$ cat src/rtl/ras_pkg.sv
// Shared definitions for the return-address stack: depth limit, operation decode
// and valid-vector helpers used by the occupancy invariant check.
package ras_pkg;

  localparam int unsigned RAS_MAX_DEPTH = 16;

  typedef enum logic [1:0] {
    RAS_NOP,
    RAS_PUSH,
    RAS_POP,
    RAS_REPLACE
  } ras_op_e;

  function automatic ras_op_e decode_op(input logic push, input logic pop);
    unique case ({push, pop})
      2'b10:   return RAS_PUSH;
      2'b01:   return RAS_POP;
      2'b11:   return RAS_REPLACE;
      default: return RAS_NOP;
    endcase
  endfunction

  function automatic int unsigned pop_count(input logic [RAS_MAX_DEPTH-1:0] v);
    int unsigned n;
    n = 0;
    for (int i = 0; i < RAS_MAX_DEPTH; i++) n += int'(v[i]);
    return n;
  endfunction

  // A contiguous-from-bit-0 vector has the form 2^k-1.
  function automatic logic is_contiguous(input logic [RAS_MAX_DEPTH-1:0] v);
    return (v & (v + 1'b1)) == '0;
  endfunction

endpackage

$ cat src/rtl/ret_addr_stack_if.sv
// Call/return hint bus between pre-decode (master) and the RAS (slave).
// snapshot_i/restore_i exist only when RAS_CHECKPOINT_EN is defined.
interface ret_addr_stack_if #(
   parameter int unsigned DEPTH = 2,
   parameter int unsigned VLEN  = 64
);
   localparam int unsigned CNT_W = $clog2(DEPTH + 1);

   logic             flush_i;
   logic             push_i;
   logic             pop_i;
   logic [VLEN-1:0]  data_i;
`ifdef RAS_CHECKPOINT_EN
   logic             snapshot_i;
   logic             restore_i;
`endif
   logic             top_valid_o;
   logic [VLEN-1:0]  top_addr_o;
   logic [CNT_W-1:0] count_o;
   logic             overflow_o;

   modport master (
      output flush_i, push_i, pop_i, data_i,
`ifdef RAS_CHECKPOINT_EN
             snapshot_i, restore_i,
`endif
      input  top_valid_o, top_addr_o, count_o, overflow_o
   );

   modport slave (
      input  flush_i, push_i, pop_i, data_i,
`ifdef RAS_CHECKPOINT_EN
             snapshot_i, restore_i,
`endif
      output top_valid_o, top_addr_o, count_o, overflow_o
   );
endinterface

$ cat src/rtl/ret_addr_stack.sv
// Shift-register return-address stack; index 0 is the top of stack.
// Define RAS_CHECKPOINT_EN to add a shadow copy with snapshot/restore.
module ret_addr_stack
   import ras_pkg::*;
#(
   parameter int unsigned DEPTH = 2,
   parameter int unsigned VLEN  = 64
) (
   input  logic clk_i,
   input  logic rst_i,
   ret_addr_stack_if.slave bus
);
   localparam int unsigned CNT_W = $clog2(DEPTH + 1);

   typedef struct packed {
      logic            valid;
      logic [VLEN-1:0] addr;
   } ras_entry_t;

   if (DEPTH < 1 || DEPTH > RAS_MAX_DEPTH) begin : g_bad_depth
      $error("ret_addr_stack: DEPTH out of range 1..16");
   end

   ras_entry_t       stack_q [DEPTH];
   ras_entry_t       stack_d [DEPTH];
   logic [CNT_W-1:0] cnt_q, cnt_d;
   logic             ovf_q, ovf_d;
   ras_op_e          op;

`ifdef RAS_CHECKPOINT_EN
   ras_entry_t       shadow_q [DEPTH];
   ras_entry_t       shadow_d [DEPTH];
   logic [CNT_W-1:0] shadow_cnt_q, shadow_cnt_d;
`endif

   assign op = decode_op(bus.push_i, bus.pop_i);

   // NOTE: every output of this block gets a default before any branch, so no
   // path leaves a variable unassigned and no latch is inferred.
   always_comb begin
      stack_d = stack_q;
      cnt_d   = cnt_q;
      ovf_d   = 1'b0;
`ifdef RAS_CHECKPOINT_EN
      shadow_d     = shadow_q;
      shadow_cnt_d = shadow_cnt_q;
      if (bus.snapshot_i && !bus.restore_i) begin
         shadow_d     = stack_q;
         shadow_cnt_d = cnt_q;
      end
`endif

      if (bus.flush_i) begin
         // Addresses are left in place; only the valid bits matter.
         for (int i = 0; i < DEPTH; i++) stack_d[i].valid = 1'b0;
         cnt_d = '0;
`ifdef RAS_CHECKPOINT_EN
         for (int i = 0; i < DEPTH; i++) shadow_d[i].valid = 1'b0;
         shadow_cnt_d = '0;
`endif
      end
`ifdef RAS_CHECKPOINT_EN
      else if (bus.restore_i) begin
         stack_d = shadow_q;
         cnt_d   = shadow_cnt_q;
      end
`endif
      else begin
         unique case (op)
            RAS_PUSH: begin
               for (int i = 1; i < DEPTH; i++) stack_d[i] = stack_q[i-1];
               stack_d[0] = '{valid: 1'b1, addr: bus.data_i};
               ovf_d      = stack_q[DEPTH-1].valid;
               if (cnt_q != CNT_W'(DEPTH)) cnt_d = cnt_q + CNT_W'(1);
            end
            RAS_POP: begin
               if (cnt_q != '0) begin
                  for (int i = 0; i < DEPTH - 1; i++) stack_d[i] = stack_q[i+1];
                  stack_d[DEPTH-1] = '0;
                  cnt_d            = cnt_q - CNT_W'(1);
               end
            end
            RAS_REPLACE: begin
               stack_d[0] = '{valid: 1'b1, addr: bus.data_i};
               if (cnt_q == '0) cnt_d = CNT_W'(1);
            end
            default: ;
         endcase
      end
   end

   // NOTE: the entry array is small and its reset state is architecturally
   // visible (top_addr_o must read 0), so every entry is reset, not just valid.
   always_ff @(posedge clk_i) begin
      if (rst_i) begin
         for (int i = 0; i < DEPTH; i++) stack_q[i] <= '0;
         cnt_q <= '0;
         ovf_q <= 1'b0;
`ifdef RAS_CHECKPOINT_EN
         for (int i = 0; i < DEPTH; i++) shadow_q[i] <= '0;
         shadow_cnt_q <= '0;
`endif
      end else begin
         // NOTE: non-blocking assignments keep every register sampling the
         // pre-edge value, which is what the shift chain depends on.
         stack_q <= stack_d;
         cnt_q   <= cnt_d;
         ovf_q   <= ovf_d;
`ifdef RAS_CHECKPOINT_EN
         shadow_q     <= shadow_d;
         shadow_cnt_q <= shadow_cnt_d;
`endif
      end
   end

   assign bus.top_valid_o = stack_q[0].valid;
   assign bus.top_addr_o  = stack_q[0].addr;
   assign bus.count_o     = cnt_q;
   assign bus.overflow_o  = ovf_q;

   logic [RAS_MAX_DEPTH-1:0] valid_vec;
   always_comb begin
      valid_vec = '0;
      for (int i = 0; i < DEPTH; i++) valid_vec[i] = stack_q[i].valid;
   end

   a_contiguous : assert property (@(posedge clk_i) disable iff (rst_i)
      is_contiguous(valid_vec));
   a_count_match : assert property (@(posedge clk_i) disable iff (rst_i)
      32'(cnt_q) == pop_count(valid_vec));

endmodule

$ cat src/flat_wrapper.sv
// flat-port wrapper written by rule: the top's interface ports become plain ports
module ret_addr_stack_flat import ras_pkg::*;
#(
   parameter int unsigned DEPTH = 2,
   parameter int unsigned VLEN  = 64
)
  (clk_i, rst_i, bus_flush_i, bus_push_i, bus_pop_i, bus_data_i, bus_top_valid_o, bus_top_addr_o, bus_count_o, bus_overflow_o);
  ret_addr_stack_if #(.DEPTH(DEPTH), .VLEN(VLEN)) bus_i ();
  input  logic clk_i;
  input  logic rst_i;
  input wire logic [$bits(bus_i.flush_i)-1:0] bus_flush_i;
  input wire logic [$bits(bus_i.push_i)-1:0] bus_push_i;
  input wire logic [$bits(bus_i.pop_i)-1:0] bus_pop_i;
  input wire logic [$bits(bus_i.data_i)-1:0] bus_data_i;
  output wire logic [$bits(bus_i.top_valid_o)-1:0] bus_top_valid_o;
  output wire logic [$bits(bus_i.top_addr_o)-1:0] bus_top_addr_o;
  output wire logic [$bits(bus_i.count_o)-1:0] bus_count_o;
  output wire logic [$bits(bus_i.overflow_o)-1:0] bus_overflow_o;
  assign bus_i.flush_i = bus_flush_i;
  assign bus_i.push_i = bus_push_i;
  assign bus_i.pop_i = bus_pop_i;
  assign bus_i.data_i = bus_data_i;
  assign bus_top_valid_o = bus_i.top_valid_o;
  assign bus_top_addr_o = bus_i.top_addr_o;
  assign bus_count_o = bus_i.count_o;
  assign bus_overflow_o = bus_i.overflow_o;
  ret_addr_stack #(.DEPTH(DEPTH), .VLEN(VLEN)) u_core (.clk_i(clk_i), .rst_i(rst_i), .bus(bus_i));
endmodule
$ cat config.mk
export PLATFORM = sky130hd
export DESIGN_NAME = ret_addr_stack_flat
export DESIGN_NICKNAME = d
export VERILOG_FILES = /design/src/rtl/ras_pkg.sv /design/src/rtl/ret_addr_stack_if.sv /design/src/rtl/ret_addr_stack.sv /design/src/flat_wrapper.sv
export SDC_FILE = /design/constraint.sdc
export NUM_CORES = 1
export LEC_CHECK = 0
export BUFFER_PORTS_ARGS = -buffer_cell sky130_fd_sc_hd__buf_2
export CELL_PAD_IN_SITES_DETAIL_PLACEMENT = 0
export CELL_PAD_IN_SITES_GLOBAL_PLACEMENT = 1
export CORE_MARGIN = 10
export CORE_UTILIZATION = 37
export CTS_CLUSTER_DIAMETER = 50
export DETAILED_ROUTE_END_ITERATION = 8
export PLACE_DENSITY = 0.73
export SETUP_SLACK_MARGIN = 0.5
export SKIP_CTS_REPAIR_TIMING = 1
export SLEW_MARGIN = 0
export SYNTH_ARGS = -nofsm -noshare
export SYNTH_HDL_FRONTEND = slang
export SYNTH_SLANG_ARGS = --single-unit
$ cat constraint.sdc
create_clock -name clk_i -period 1.48 [get_ports clk_i]
set_input_delay 0.296 -clock clk_i [delete_from_list [all_inputs] [get_ports clk_i]]
set_output_delay 0.296 -clock clk_i [all_outputs]
set_load 0.1 [all_outputs]
# Word level (Yosys, flattened, before mapping)
# Index checks and enable logic that the tools add are counted.
# totals
reg_bits	133
in_bits	69
out_inout_bits	68
# classes
n_addsub	2
eq_ne	10
n_mux	8
n_bitwise	2
reduce_logical	13
# ops
cell	count
$pmux W65 S2	2
$mux W130	1
$pmux W2 S3	2
$eq A2 B2 Y1 const B	4
$mux W2	3
$ne A2 B1 Y1 const B	3
$reduce_and A3 Y1	2
$reduce_bool A2 Y1	3
$eq A2 B1 Y1 const B	2
$reduce_and A2 Y1	2
$reduce_and A4 Y1	1
$reduce_or A2 Y1	2
$reduce_bool A3 Y1	1
$reduce_or A3 Y1	1
$add A2 B1 Y2 const B	1
$logic_not A2 Y1	1
$ne A2 B2 Y1 const B	1
$not A1 Y1	2
$sub A2 B1 Y2 const B	1

# Longest topological paths before layout
# logic_depth
word_depth	6
depth_mapped	7

# Least setup slack after synthesis
# No wires, ideal clock.
# synth_path
path_kind	register to register
start	register u_core.cnt_q[1] (netlist: u_core.bus.count_o[1])
end	register u_core.stack_q, in the netlist u_core.bus.top_addr_o[13]
setup_time_ns	0.088
arrival_ns	1.890
required_time_ns	1.392
path_slack_ns	-0.498
path_stages_with_launch	6
period_less_slack_ns	1.978
cell_sequence	dfxtp_1 -> or3b_1 -> buf_6 -> buf_12 -> a21oi_2 -> a311oi_2
# synth_between
elab_chain_len	3
# synth_lines
element	line	text
start, declared	ret_addr_stack.sv:26	logic [CNT_W-1:0] cnt_q, cnt_d;
start signal, assigned	ret_addr_stack.sv:107	cnt_q <= cnt_d;
$reduce_bool A2 Y1	ret_addr_stack.sv:77	if (cnt_q != '0) begin
$ne A2 B1 Y1 (no line)	--	
$reduce_and A3 Y1 (no line)	--	
end signal, assigned	ret_addr_stack.sv:106	stack_q <= stack_d;
end, declared	ret_addr_stack.sv:24	ras_entry_t stack_q [DEPTH];
# No other way between the ends.
# A chain may end at the register's enable or synchronous reset.

# Worst setup path after layout
# layout_path
start	register u_core.cnt_q[0] (netlist: u_core.bus.count_o[0])
end	register u_core.stack_q, in the netlist u_core.bus.top_addr_o[0]
# Same word-level chain as after synthesis.

==> results.ini <==
[routing]
vias_per_cell=5.49
firstDrtPassIters=5
vias=6130
ant_nets=0
drc=0
drt_iter0_drc=387
wl_um=21500
wl_per_cell_um=19.2

[clocking]
cts_max_level=4
cts_made_buffers=17
worst_setup_hold_path_clk_slew_ns=0.06
ctsLongestPathBuffers=2
tritoncts=yes
clkLatencyLatePin_ns=0.42
root_buffer=clkbuf_16
cts_sinks=133

[hold_path]
hold_path.startpoint=rst_i
timing.hold.worst_path_depth=2
holdPathEnd=u_core.stack_q[12]$_SDFFE_PP0P_
hold_class=input port to flip-flop

[synth]
mappedNetlistArea_um2=6500
synth_nets=830
syn_area_per_cell_um2=8.60
ys.flop_type=dfxtp_1
synth_edf_count=0
syn-instance-count=756
yosys_warnings=0
ys_types=33
ys_seq_elements=133
seq_area_frac_synth=0.410
synthArstFlopShare=0

[power]
clkPwrFrac=0.370
switching_share=0.324
leakage_nw=3.49
switchingPower_mw=3.70
pwr-share-seq=0.348
power.internal_mw=7.74
comb_power_share=0.282
peakVddDrop_v=0.000797
power_density_nw_per_um2=1160

[worst_setup_path]
r2r-start=u_core.bus.count_o[0]$_SDFFE_PP0P_
ff2ff_setup_slack_ns=0.06
start_kind=flip-flop
crit-reg2reg-capture=u_core.bus.top_addr_o[0]$_SDFFE_PP0P_
path_cells=nor3b_4 > buf_6 > nor3_4 > buf_12 > a311oi_1
crit_path_top_delay_cell=dfxtp_4
path_class=flip-flop to flip-flop
worst_setup_path_end_kind=flip-flop
critPathBufInv=2
startpoint=u_core.bus.count_o[0]$_SDFFE_PP0P_
r2r_cells=5
crit_path_max_incr_delay_ns=0.40
path_max_fanout=34
worstPathRequired_ns=1.77
cp.arrival_ns=1.71
critPathTopFamily=flip-flops

[global_routing]
grt_max_degree=80
antenna_found_initial=1
met3_usage=0.0429
use_met2=0.257
grt_pass1_vias=5734
grt_pass1_wl_um=30500
grt_usage=0.158
global_route.usage.met1=0.195
gr-total-overflow=0
grt.busiest_layer=met2

[floorplanning]
die_x_um=153
die-area_um2=23300
row_count=48
io_pins=137
start_util=0.377
core_um2=17200
die_height_um=153

[placement]
dp.cells=1017
io_buffer_count=136
gp_congestion=0.777
dp_hpwl_um=12800

[final_layout]
drive_gt1_frac=0.498
layout.cells.non_filler=1116
syn_to_final_growth_pct=51.4
post-route-util=0.571
nets=952

[sta]
maxSlewViolCount=0
min_period_over_period=0.962
max_slew_margin=0.735
rsz0062_at_grt=true
tightest_slew_ns=0.398
hold_violations=0
fin_skew_ns=0.00349
min_period_ns=1.42
setup_viol=0
max_freq_mhz=703

[outcome]
status=completed

[run]
max_cap_violations=0

==> metal layers <==
layer	vias up	share of wire	wire length (µm)
li1	2892	-	-
met1	3019	0.44	9430
met2	187	0.49	10500
met3	32	0.055	1190
met4	0	0.018	378
met5	-	0	0
==> flip-flops by register name, summed over array words and instances (netlist names) <==
name / count
u_core.bus.overflow_o: 1
u_core.bus.top_valid_o: 1
u_core.bus.top_addr_o: 64
u_core.stack_q: 65
u_core.bus.count_o: 2
==> layout make-up <==
type / instances / area (µm²)
fill: 1404 / 7390
multi-input combinational: 481 / 3020
timing repair buffer: 243 / 3010
sequential: 133 / 2900
clock buffer: 23 / 499
tap: 225 / 282
clock inverter: 8 / 96.3
inverter: 2 / 32.5
antenna: 1 / 2.50
==> power groups by stage <==
| stage | Combinational, mW | Clock, mW | Sequential (mW) |
|---|---|---|---|
| after floorplan | 2.08 | 0 | 3.99 |
| after detailed placement | 2.41 | 0 | 4.02 |
| final | 3.23 | 4.24 | 3.98 |
| after global placement | 2.37 | 0 | 4.01 |
| after global routing | 3.37 | 4.47 | 4.00 |
| after CTS | 2.41 | 4.32 | 3.94 |
==> synth_stat cells (2+ instances only) <==
library cell,number,share of area
ha_1,5,0.0096
a21oi_1,72,0.055
a311oi_1,58,0.078
inv_1,2,0.0012
nor3_1,3,0.0023
nor2_1,4,0.0023
nand2_1,129,0.074
a21oi_2,60,0.081
clkbuf_2,6,0.0046
o21ai_1,22,0.017
buf_12,6,0.018
a311oi_2,6,0.014
buf_4,68,0.079
clkbuf_8,6,0.013
buf_6,2,0.0035
o21ai_0,108,0.083
buf_2,22,0.017
clkbuf_1,30,0.017
dfxtp_1,133,0.41
==> worst max path at each step <==
stage | end | slack, ns | cells after the start
2_1_floorplan | u_core.bus.top_addr_o[26]$_SDFFE_PP0P_ | -0.004 | 5
3_3_place_gp | u_core.bus.count_o[1]$_SDFFE_PP0P_ | -0.19 | 6
3_5_place_dp | u_core.bus.top_addr_o[41]$_SDFFE_PP0P_ | -0.25 | 7
4_1_cts | bus_top_addr_o[45] | -0.11 | 1
5_1_grt | u_core.bus.top_addr_o[58]$_SDFFE_PP0P_ | -0.02 | 5
6_report | u_core.bus.top_addr_o[0]$_SDFFE_PP0P_ | 0.06 | 5
==> layout by cell type, fill, tap and decap left out, drive strengths merged, types with 4 or more instances in the layout <==
cell	instances
a21oi	132
a311oi	64
buf	232
clkbuf	34
clkinv	5
dfxtp	133
ha	5
nand2	129
nor2	5
nor3	4
o21ai	130
==> worst reg2reg max path, stage by stage, from the launching register on <==
cell,delay [ns]
dfxtp_4,0.40
nor3b_4,0.06
buf_6,0.13
nor3_4,0.30
buf_12,0.24
a311oi_1,0.17
==> through the flow <==
stage / power (mW) / worst slack [ns] / hold WS (ns) / cell area, µm² / setup TNS [ns]
after floorplan: 6.07 / -0.00370 / 0.449 / 6730 / -0.00370
after global placement: 6.38 / -0.185 / 0.460 / 7160 / -20.12
after detailed placement: 6.43 / -0.254 / 0.466 / 7160 / -24.15
after CTS: 10.7 / -0.113 / 0.106 / 7760 / -5.26
after global routing: 11.8 / -0.0175 / 0.126 / 9840 / -0.0625
final: 11.4 / 0.0568 / 0.131 / 9850 / 0
==> kinds of logic after synthesis <==
group                    synth area share
AO/OA/AOI/OAI                       0.331
adder cells (fa/ha/maj)           0.00962
buffers and inverters               0.153
flip-flops                          0.410
multiplexers                      0.00154
AND/OR/NAND/NOR                    0.0953
Note: power is estimated with default switching activity, not from simulation.
